<file path="src/rtl/fetch_queue.sv">
// Instruction fetch front end: owns the fetch PC, fetches over a req/ack handshake and
// buffers {instruction, PC+4} in a small FIFO feeding the IF/ID register.
module fetch_queue #(
  parameter int          DEPTH    = 4,
  parameter logic [31:0] RESET_PC = 32'h0000_0000
) (
  input  logic                     CLK,
  input  logic                     RST,
  output logic                     imem_req,
  output logic [31:0]              imem_addr,
  input  logic                     imem_ack,
  input  logic [31:0]              imem_data,
  input  logic                     redirect,
  input  logic [31:0]              redirect_pc,
  input  logic                     stall,
  output logic                     if_valid,
  output logic [31:0]              if_instr,
  output logic [31:0]              if_pc4,
  output logic [$clog2(DEPTH):0]   occupancy
);

  localparam int PW = $clog2(DEPTH);
  localparam int CW = PW + 1;
  localparam logic [CW-1:0] FULL_CNT = CW'(DEPTH);

  typedef enum logic [1:0] {IDLE, REQ, DISCARD} state_t;

  state_t        r_state;
  state_t        w_stateNext;
  logic [31:0]   r_fpc;
  logic [31:0]   r_reqAddr;
  logic [31:0]   r_pendingPc;
  logic [31:0]   r_memInstr [DEPTH];
  logic [31:0]   r_memPc4   [DEPTH];
  logic [PW-1:0] r_rdPtr;
  logic [PW-1:0] r_wrPtr;
  logic [CW-1:0] r_count;

  logic          w_push;
  logic          w_pop;
  logic [CW-1:0] w_occNext;
  logic          w_notFull;
  logic [31:0]   w_addrPlus4;

  assign w_pop       = if_valid && !stall;
  assign w_push      = (r_state == REQ) && imem_ack && !redirect;
  // At most one request is ever outstanding, so count + push never exceeds DEPTH.
  assign w_occNext   = r_count + CW'(w_push) - CW'(w_pop);
  assign w_notFull   = (w_occNext != FULL_CNT);
  assign w_addrPlus4 = r_reqAddr + 32'd4;

  always_ff @(posedge CLK) begin
    if (RST) r_state <= IDLE;
    else     r_state <= w_stateNext;
  end

  always_comb begin
    w_stateNext = r_state;
    case (r_state)
      IDLE:    if (!redirect && w_notFull) w_stateNext = REQ;
      REQ: begin
        if (imem_ack)      w_stateNext = (!redirect && w_notFull) ? REQ : IDLE;
        else if (redirect) w_stateNext = DISCARD;
      end
      DISCARD: if (imem_ack) w_stateNext = IDLE;
      default: w_stateNext = IDLE;
    endcase
  end

  always_comb begin
    imem_req = (r_state == REQ) || (r_state == DISCARD);
  end

  assign imem_addr = r_reqAddr;

  always_ff @(posedge CLK) begin
    if (RST) begin
      r_fpc       <= RESET_PC;
      r_reqAddr   <= RESET_PC;
      r_pendingPc <= RESET_PC;
    end else begin
      case (r_state)
        IDLE: begin
          if (redirect)                r_fpc     <= redirect_pc;
          else if (w_stateNext == REQ) r_reqAddr <= r_fpc;
        end
        REQ: begin
          if (imem_ack && redirect) begin
            r_fpc <= redirect_pc;
          end else if (imem_ack) begin
            r_fpc     <= w_addrPlus4;
            r_reqAddr <= w_addrPlus4;
          end else if (redirect) begin
            r_pendingPc <= redirect_pc;
          end
        end
        DISCARD: begin
          // A redirect arriving with the dropped ack is the newest target.
          if (imem_ack)      r_fpc       <= redirect ? redirect_pc : r_pendingPc;
          else if (redirect) r_pendingPc <= redirect_pc;
        end
        default: ;
      endcase
    end
  end

  always_ff @(posedge CLK) begin
    if (w_push) begin
      r_memInstr[r_wrPtr] <= imem_data;
      r_memPc4[r_wrPtr]   <= w_addrPlus4;
    end
  end

  // Redirect flushes the queue and outranks push, pop and stall.
  always_ff @(posedge CLK) begin
    if (RST || redirect) begin
      r_rdPtr <= '0;
      r_wrPtr <= '0;
      r_count <= '0;
    end else begin
      if (w_push) r_wrPtr <= r_wrPtr + PW'(1);
      if (w_pop)  r_rdPtr <= r_rdPtr + PW'(1);
      r_count <= w_occNext;
    end
  end

  assign occupancy = r_count;
  assign if_valid  = (r_count != '0);
  assign if_instr  = if_valid ? r_memInstr[r_rdPtr] : 32'h0;
  assign if_pc4    = if_valid ? r_memPc4[r_rdPtr]   : 32'h0;

endmodule

</file>
<file path="config.mk">
export PLATFORM = sky130hd
export DESIGN_NAME = fetch_queue
export DESIGN_NICKNAME = d
export VERILOG_FILES = /design/src/rtl/fetch_queue.sv
export SDC_FILE = /design/constraint.sdc
export NUM_CORES = 1
export LEC_CHECK = 0
export ABC_CLOCK_PERIOD_IN_PS = 8050
export CORE_ASPECT_RATIO = 1.2
export CORE_UTILIZATION = 45
export CTS_CLUSTER_SIZE = 30
export DETAILED_ROUTE_END_ITERATION = 12
export GPL_ROUTABILITY_DRIVEN = 0
export PLACE_DENSITY = 0.66
export SKIP_CTS_REPAIR_TIMING = 1
export SLEW_MARGIN = 20
export SYNTH_ARGS = -nofsm -noshare
export SYNTH_HDL_FRONTEND = slang
export SYNTH_SLANG_ARGS = --single-unit
</file>
<file path="constraint.sdc">
create_clock -name CLK -period 8.05 [get_ports CLK]
set_clock_uncertainty 0.15 [all_clocks]
set_input_delay 1.2075 -clock CLK [delete_from_list [all_inputs] [get_ports CLK]]
set_output_delay 1.2075 -clock CLK [all_outputs]
set_load 0.01 [all_outputs]
</file>
# --- After elaboration in Yosys (flattened, before gate mapping) ---
# Memories as Yosys holds them, arrays and structs flattened. A register that Yosys moved wholly into a read port is not among the register bits.
# Index checks and enable logic that the tools add are counted.
# W data, S select, Z words.
classes:
  n_addsub: 5
  mul: 0
  div_mod_pow: 0
  n_lt_le_gt_ge: 0
  eq_ne: 11
  n_shift: 0
  mux: 27
  bitwise: 0
  reduce_logical: 17
ops:
  columns: ["operator", "n"]
  rows:
  - ["$mux W32", 12]
  - ["$pmux W32 S2", 2]
  - ["$pmux W32 S3", 1]
  - ["$add A32 B3 Y32 const B", 1]
  - ["$mux W2", 8]
  - ["$ne A2 B2 Y1 const B", 6]
  - ["$pmux W2 S3", 1]
  - ["$reduce_bool A3 Y1", 2]
  - ["$logic_and A1 B1 Y1", 5]
  - ["$reduce_and A5 Y1", 1]
  - ["$add A2 B1 Y2 const B", 2]
  - ["$eq A2 B1 Y1 const B", 2]
  - ["$reduce_and A4 Y1", 1]
  - ["$reduce_bool A2 Y1", 2]
  - ["$add A3 B1 Y3", 1]
  - ["$mux W1", 3]
  - ["$ne A3 B2 Y1 const B", 1]
  - ["$ne A3 B3 Y1 const B", 1]
  - ["$sub A3 B1 Y3", 1]
  - ["$eq A2 B2 Y1 const B", 1]
  - ["$logic_not A1 Y1", 2]
  - ["$logic_not A2 Y1", 1]
  - ["$logic_or A1 B1 Y1", 2]
  - ["$reduce_and A2 Y1", 1]
word_totals:
  reg_bits: 105
  latch_bits: 0
  ram_bits: 256
  mem_bits_ro: 0
  input_bits: 69
  elab_cells: 69
  memories: 2
memory_table:
  columns: ["name", "words", "width", "read_ports", "rd_clocked_by_memory_dff", "write_ports", "line_no", "rtl"]
  rows:
  - ["r_memInstr", 4, 32, 1, 1, 1, "33", "logic [31:0] r_memInstr [DEPTH];"]
  - ["r_memPc4", 4, 32, 1, 1, 1, "34", "logic [31:0] r_memPc4 [DEPTH];"]

# --- Depth between registers and ports, before layout ---
depth:
  word_depth: 14
  mapped_depth: 20

# --- Worst setup path after synthesis ---
# Ideal clock, no wire load.
synth_timing:
  kind: "in2reg"
  startpoint: "in redirect"
  endpoint: "reg r_reqAddr[26], in the netlist imem_addr[26]"
  setup_time_ps: 70
  arrival_ps: 4306
  t_required_ps: 7830
  setup_slack_ps: 3524
  cell_stages: 18
  cell_sequence: "clkbuf_1 -> clkbuf_1 -> buf_1 -> nor2_1 -> inv_1 -> ha_1 -> inv_1 -> ha_1 -> inv_1 -> fa_1 -> inv_1 -> or3_1 -> o221ai_2 -> a21o_1 -> buf_6 -> buf_4 -> o21ai_0 -> a21oi_1"
synth_via:
  elab_chain_cells: 12
  elab_cells_between_ends: 17
  classes_between: "2 x add/sub; 5 x eq/ne; 5 x mux; 5 x reduce/logical"
synth_rtl:
  columns: ["item", "line_no", "rtl"]
  rows:
  - ["start: declaration", "13", "input logic redirect,"]
  - ["$logic_not A1 Y1", "46, 60, 62", null]
  - ["$logic_and A1 B1 Y1", "46", "assign w_push = (r_state == REQ) && imem_ack && !redirect;"]
  - ["$add A3 B1 Y3", "48", "assign w_occNext = r_count + CW'(w_push) - CW'(w_pop);"]
  - ["$sub A3 B1 Y3", "48", null]
  - ["$ne A3 B3 Y1", "49", "assign w_notFull = (w_occNext != FULL_CNT);"]
  - ["$logic_and A1 B1 Y1", "60, 62", null]
  - ["$mux W1", "62", "if (imem_ack) w_stateNext = (!redirect && w_notFull) ? REQ : IDLE;"]
  - ["$mux W2", "62", null]
  - ["$pmux W2 S3", "59", "case (r_state)"]
  - ["$eq A2 B1 Y1", "85", "else if (w_stateNext == REQ) r_reqAddr <= r_fpc;"]
  - ["$ne A2 B2 Y1 (no source line)", null, null]
  - ["$reduce_and A5 Y1 (no source line) (*)", null, null]
  - ["end signal: assignment", "85", null]
  - ["end signal: assignment", "92", "r_reqAddr <= w_addrPlus4;"]
  - ["end: declaration", "31", "logic [31:0] r_reqAddr;"]
# Every way passes the cells marked *; elsewhere a longest branch is shown, timed or not.
# A chain may end at the register's enable or synchronous reset.

==> metrics.txt <==
Setup crit start kind=register; initial antenna violation count=0; Max Clk Rate=about 220 MHz; antenna-violating nets left=0; Rows=74; FF+latch count, synth=between 300 and 400; final hold vios=0; Layout Utilization=between 50% and 60%; Cell Area, Placed=approximately 0.018 mm²; Core ar.=0.0341 mm²; routed via count=between 9000 and 10000; vias in the first global route=~10000; mapped cell area=~0.016 mm²; Setup violations, final=0; Async SR Flop Fraction=0%; DRT Pass-1 Iters=7; Worst Path Required=roughly 6700 ps; RSZ-0062 raised after global routing=false; H-tree depth=2; count of cell types in the netlist=57; Ant. Diodes=0; Slew Viols, Final=0; Initial Util=between 40% and 50%; Syn-to-layout area delta=20.9%; final critical-path share of the clock period=between 50% and 60%; nature of the critical path endpoint=output pin; Synth area leader=edfxtp_1; dominant cells by area after synthesis=edfxtp_1, dfxtp_1, mux4_2; grt total ovfl=0; Power Dens Cells=between 200 and 250 mW/mm²; global-route wire length before repair=approximately 56000 µm; register area share after synthesis=a little over three fifths; WL per Instance=~20 µm; share of post-route cells with drive strength above 1=12.1%; clock buffer depth=3; Syn Nets=between 1000 and 1500; largest net degree at the start of global routing=72; LEAKAGE=~0.0063 µW; number of synthesized flops with an enable pin=between 200 and 300; DRT Wirelength=approximately 35000 µm; PortBufs=169; Layout Nets=approximately 1400; initial DRC count=just over 700; Inserted Clock Buffers=37; final setup TNS=0 ps; # IOs=170; TritonCTS clock tree=yes; GRT Overall Usage=20.6%; die footprint=0.0354 mm²; post-synth top area share=49.3%; relative slew slack=a little under a third; Ys Warns=0; max cap viols=0; critical path type=register to output pin; HPWL after DPL=22600 µm; Crit path arrival time=3250 ps; via/cell ratio=~5.5; status=finished clean; Post-synth top flop=edfxtp_1; Root Driver=clkbuf_16; Num Clock Sinks=approximately 360; die height=between 200 and 250 µm; cell area after layout=approximately 0.019 mm²; top post-synthesis cells by count=edfxtp_1, nand2_1, dfxtp_1, a21oi_1, and2_1; post-layout min period=roughly 4600 ps; most frequent cell after synthesis=edfxtp_1; Die Width=172 µm; Mean Syn Cell Area=13.1 µm²; Clock Latency Late Sink=between 500 and 600 ps; Worst-path clk slew=around 60 ps; worst slew pin tran=1020 ps; Synth Instances=1188; # DRC=0; worst hold path class=register to register; worst vdd ir=156 µV; CP max FO=39
placed cells by master (no fill, tap or decap), drive strengths merged, types with 4 or more instances in the layout:
| cell | netlist | layout |
|---|---|---|
| edfxtp | 256 | 256 |
| clkdlybuf4s50 | 0 | 167 |
| nand2 | 124 | 124 |
| dfxtp | 107 | 107 |
| a21oi | 103 | 103 |
| and2 | 68 | 68 |
| mux4 | 64 | 64 |
| o21ai | 60 | 60 |
| nor2 | 56 | 56 |
| clkbuf | 62 | 48 |
| nor3 | 32 | 32 |
| xnor2 | 23 | 23 |
| mux2i | 21 | 21 |
| inv | 20 | 21 |
| buf | 18 | 19 |
| nand3 | 17 | 17 |
| a221oi | 14 | 14 |
| o211ai | 14 | 14 |
| clkinv | 1 | 14 |
| and3 | 13 | 13 |
| ha | 11 | 11 |
| nand2b | 9 | 9 |
| or2 | 9 | 9 |
| nor2b | 9 | 9 |
| nand4 | 9 | 9 |
| xor2 | 8 | 8 |
| o32ai | 7 | 7 |
| a221o | 7 | 7 |
| a211oi | 5 | 5 |
| or3 | 5 | 5 |
| a31oi | 4 | 4 |
| nor4 | 4 | 4 |
per-layer routing:
layer	part of all wire, %	track usage [%]	vias up
met1	44	27.4	4869
met2	49	34.6	295
met4	2.5	6.16	0
met5	0	0	-
li1	-	-	4737
met3	5.4	3.23	51
critical path: stages (launching register included):
cell and delay [ps]:
dfxtp_4 880, buf_4 590, mux4_2 560, and2_1 190
clkdlybuf4s50_1 480
state kept, by name (all words and copies together) (netlist names), named ones only:
name / count
imem_addr: 32
occupancy: 3
r_fpc: 32
r_memInstr: 128
r_memPc4: 128
r_pendingPc: 32
r_rdPtr: 2
r_state: 2
r_wrPtr: 2
power by group:
part | internal (µW) | total (µW) | leakage [µW] | switching (µW)
clock | 996 | 1680 | 0.000585 | 680
combinational | 186 | 436 | 0.00240 | 250
sequential | 2060 | 2100 | 0.00327 | 44.3
total | 3240 | 4210 | 0.00625 | 974
kinds of logic after synthesis:
logic type | synth area share, %
AND/OR/NAND/NOR | 11.4
XOR/XNOR | 1.94
AO/OA/AOI/OAI | 9.01
buffers and inverters | 2.67
flip-flops | 63.1
adder cells (fa/ha/maj) | 1.01
multiplexers | 10.8
final timing paths:
kind / start / endpoint / slack [ps] / cells after the start
max: register / if_instr[0] / 3440 / 4
min: r_fpc[9] / r_fpc[9] / 280 / 2
max reg2reg: occupancy[0] / imem_addr[21] / 3880 / 15
min reg2reg: r_fpc[9] / r_fpc[9] / 280 / 2
cell type report:
cell class / count / area (µm²)
clock buffers: 48 / 1030
clock inverters: 17 / 155
fillers: 2921 / 15200
inverters: 21 / 78.8
multi-input cells: 724 / 5350
flip-flops and latches: 363 / 9830
well taps: 456 / 571
repair buffers: 186 / 1810
through the flow:
stage / hold WS (ps) / worst slack, ps / std cells / total power (µW)
2_1_floorplan: 258 / 3520 / 1188 / 2390
3_3_place_gp: 272 / 3150 / 1750 / 2570
3_5_place_dp: 278 / 3110 / 1750 / 2580
4_1_cts: 287 / 3310 / 1815 / 4250
5_1_grt: 314 / 3170 / 1815 / 4370
6_report: 283 / 3440 / 1815 / 4210
Note: power is estimated with default switching activity, not from simulation.
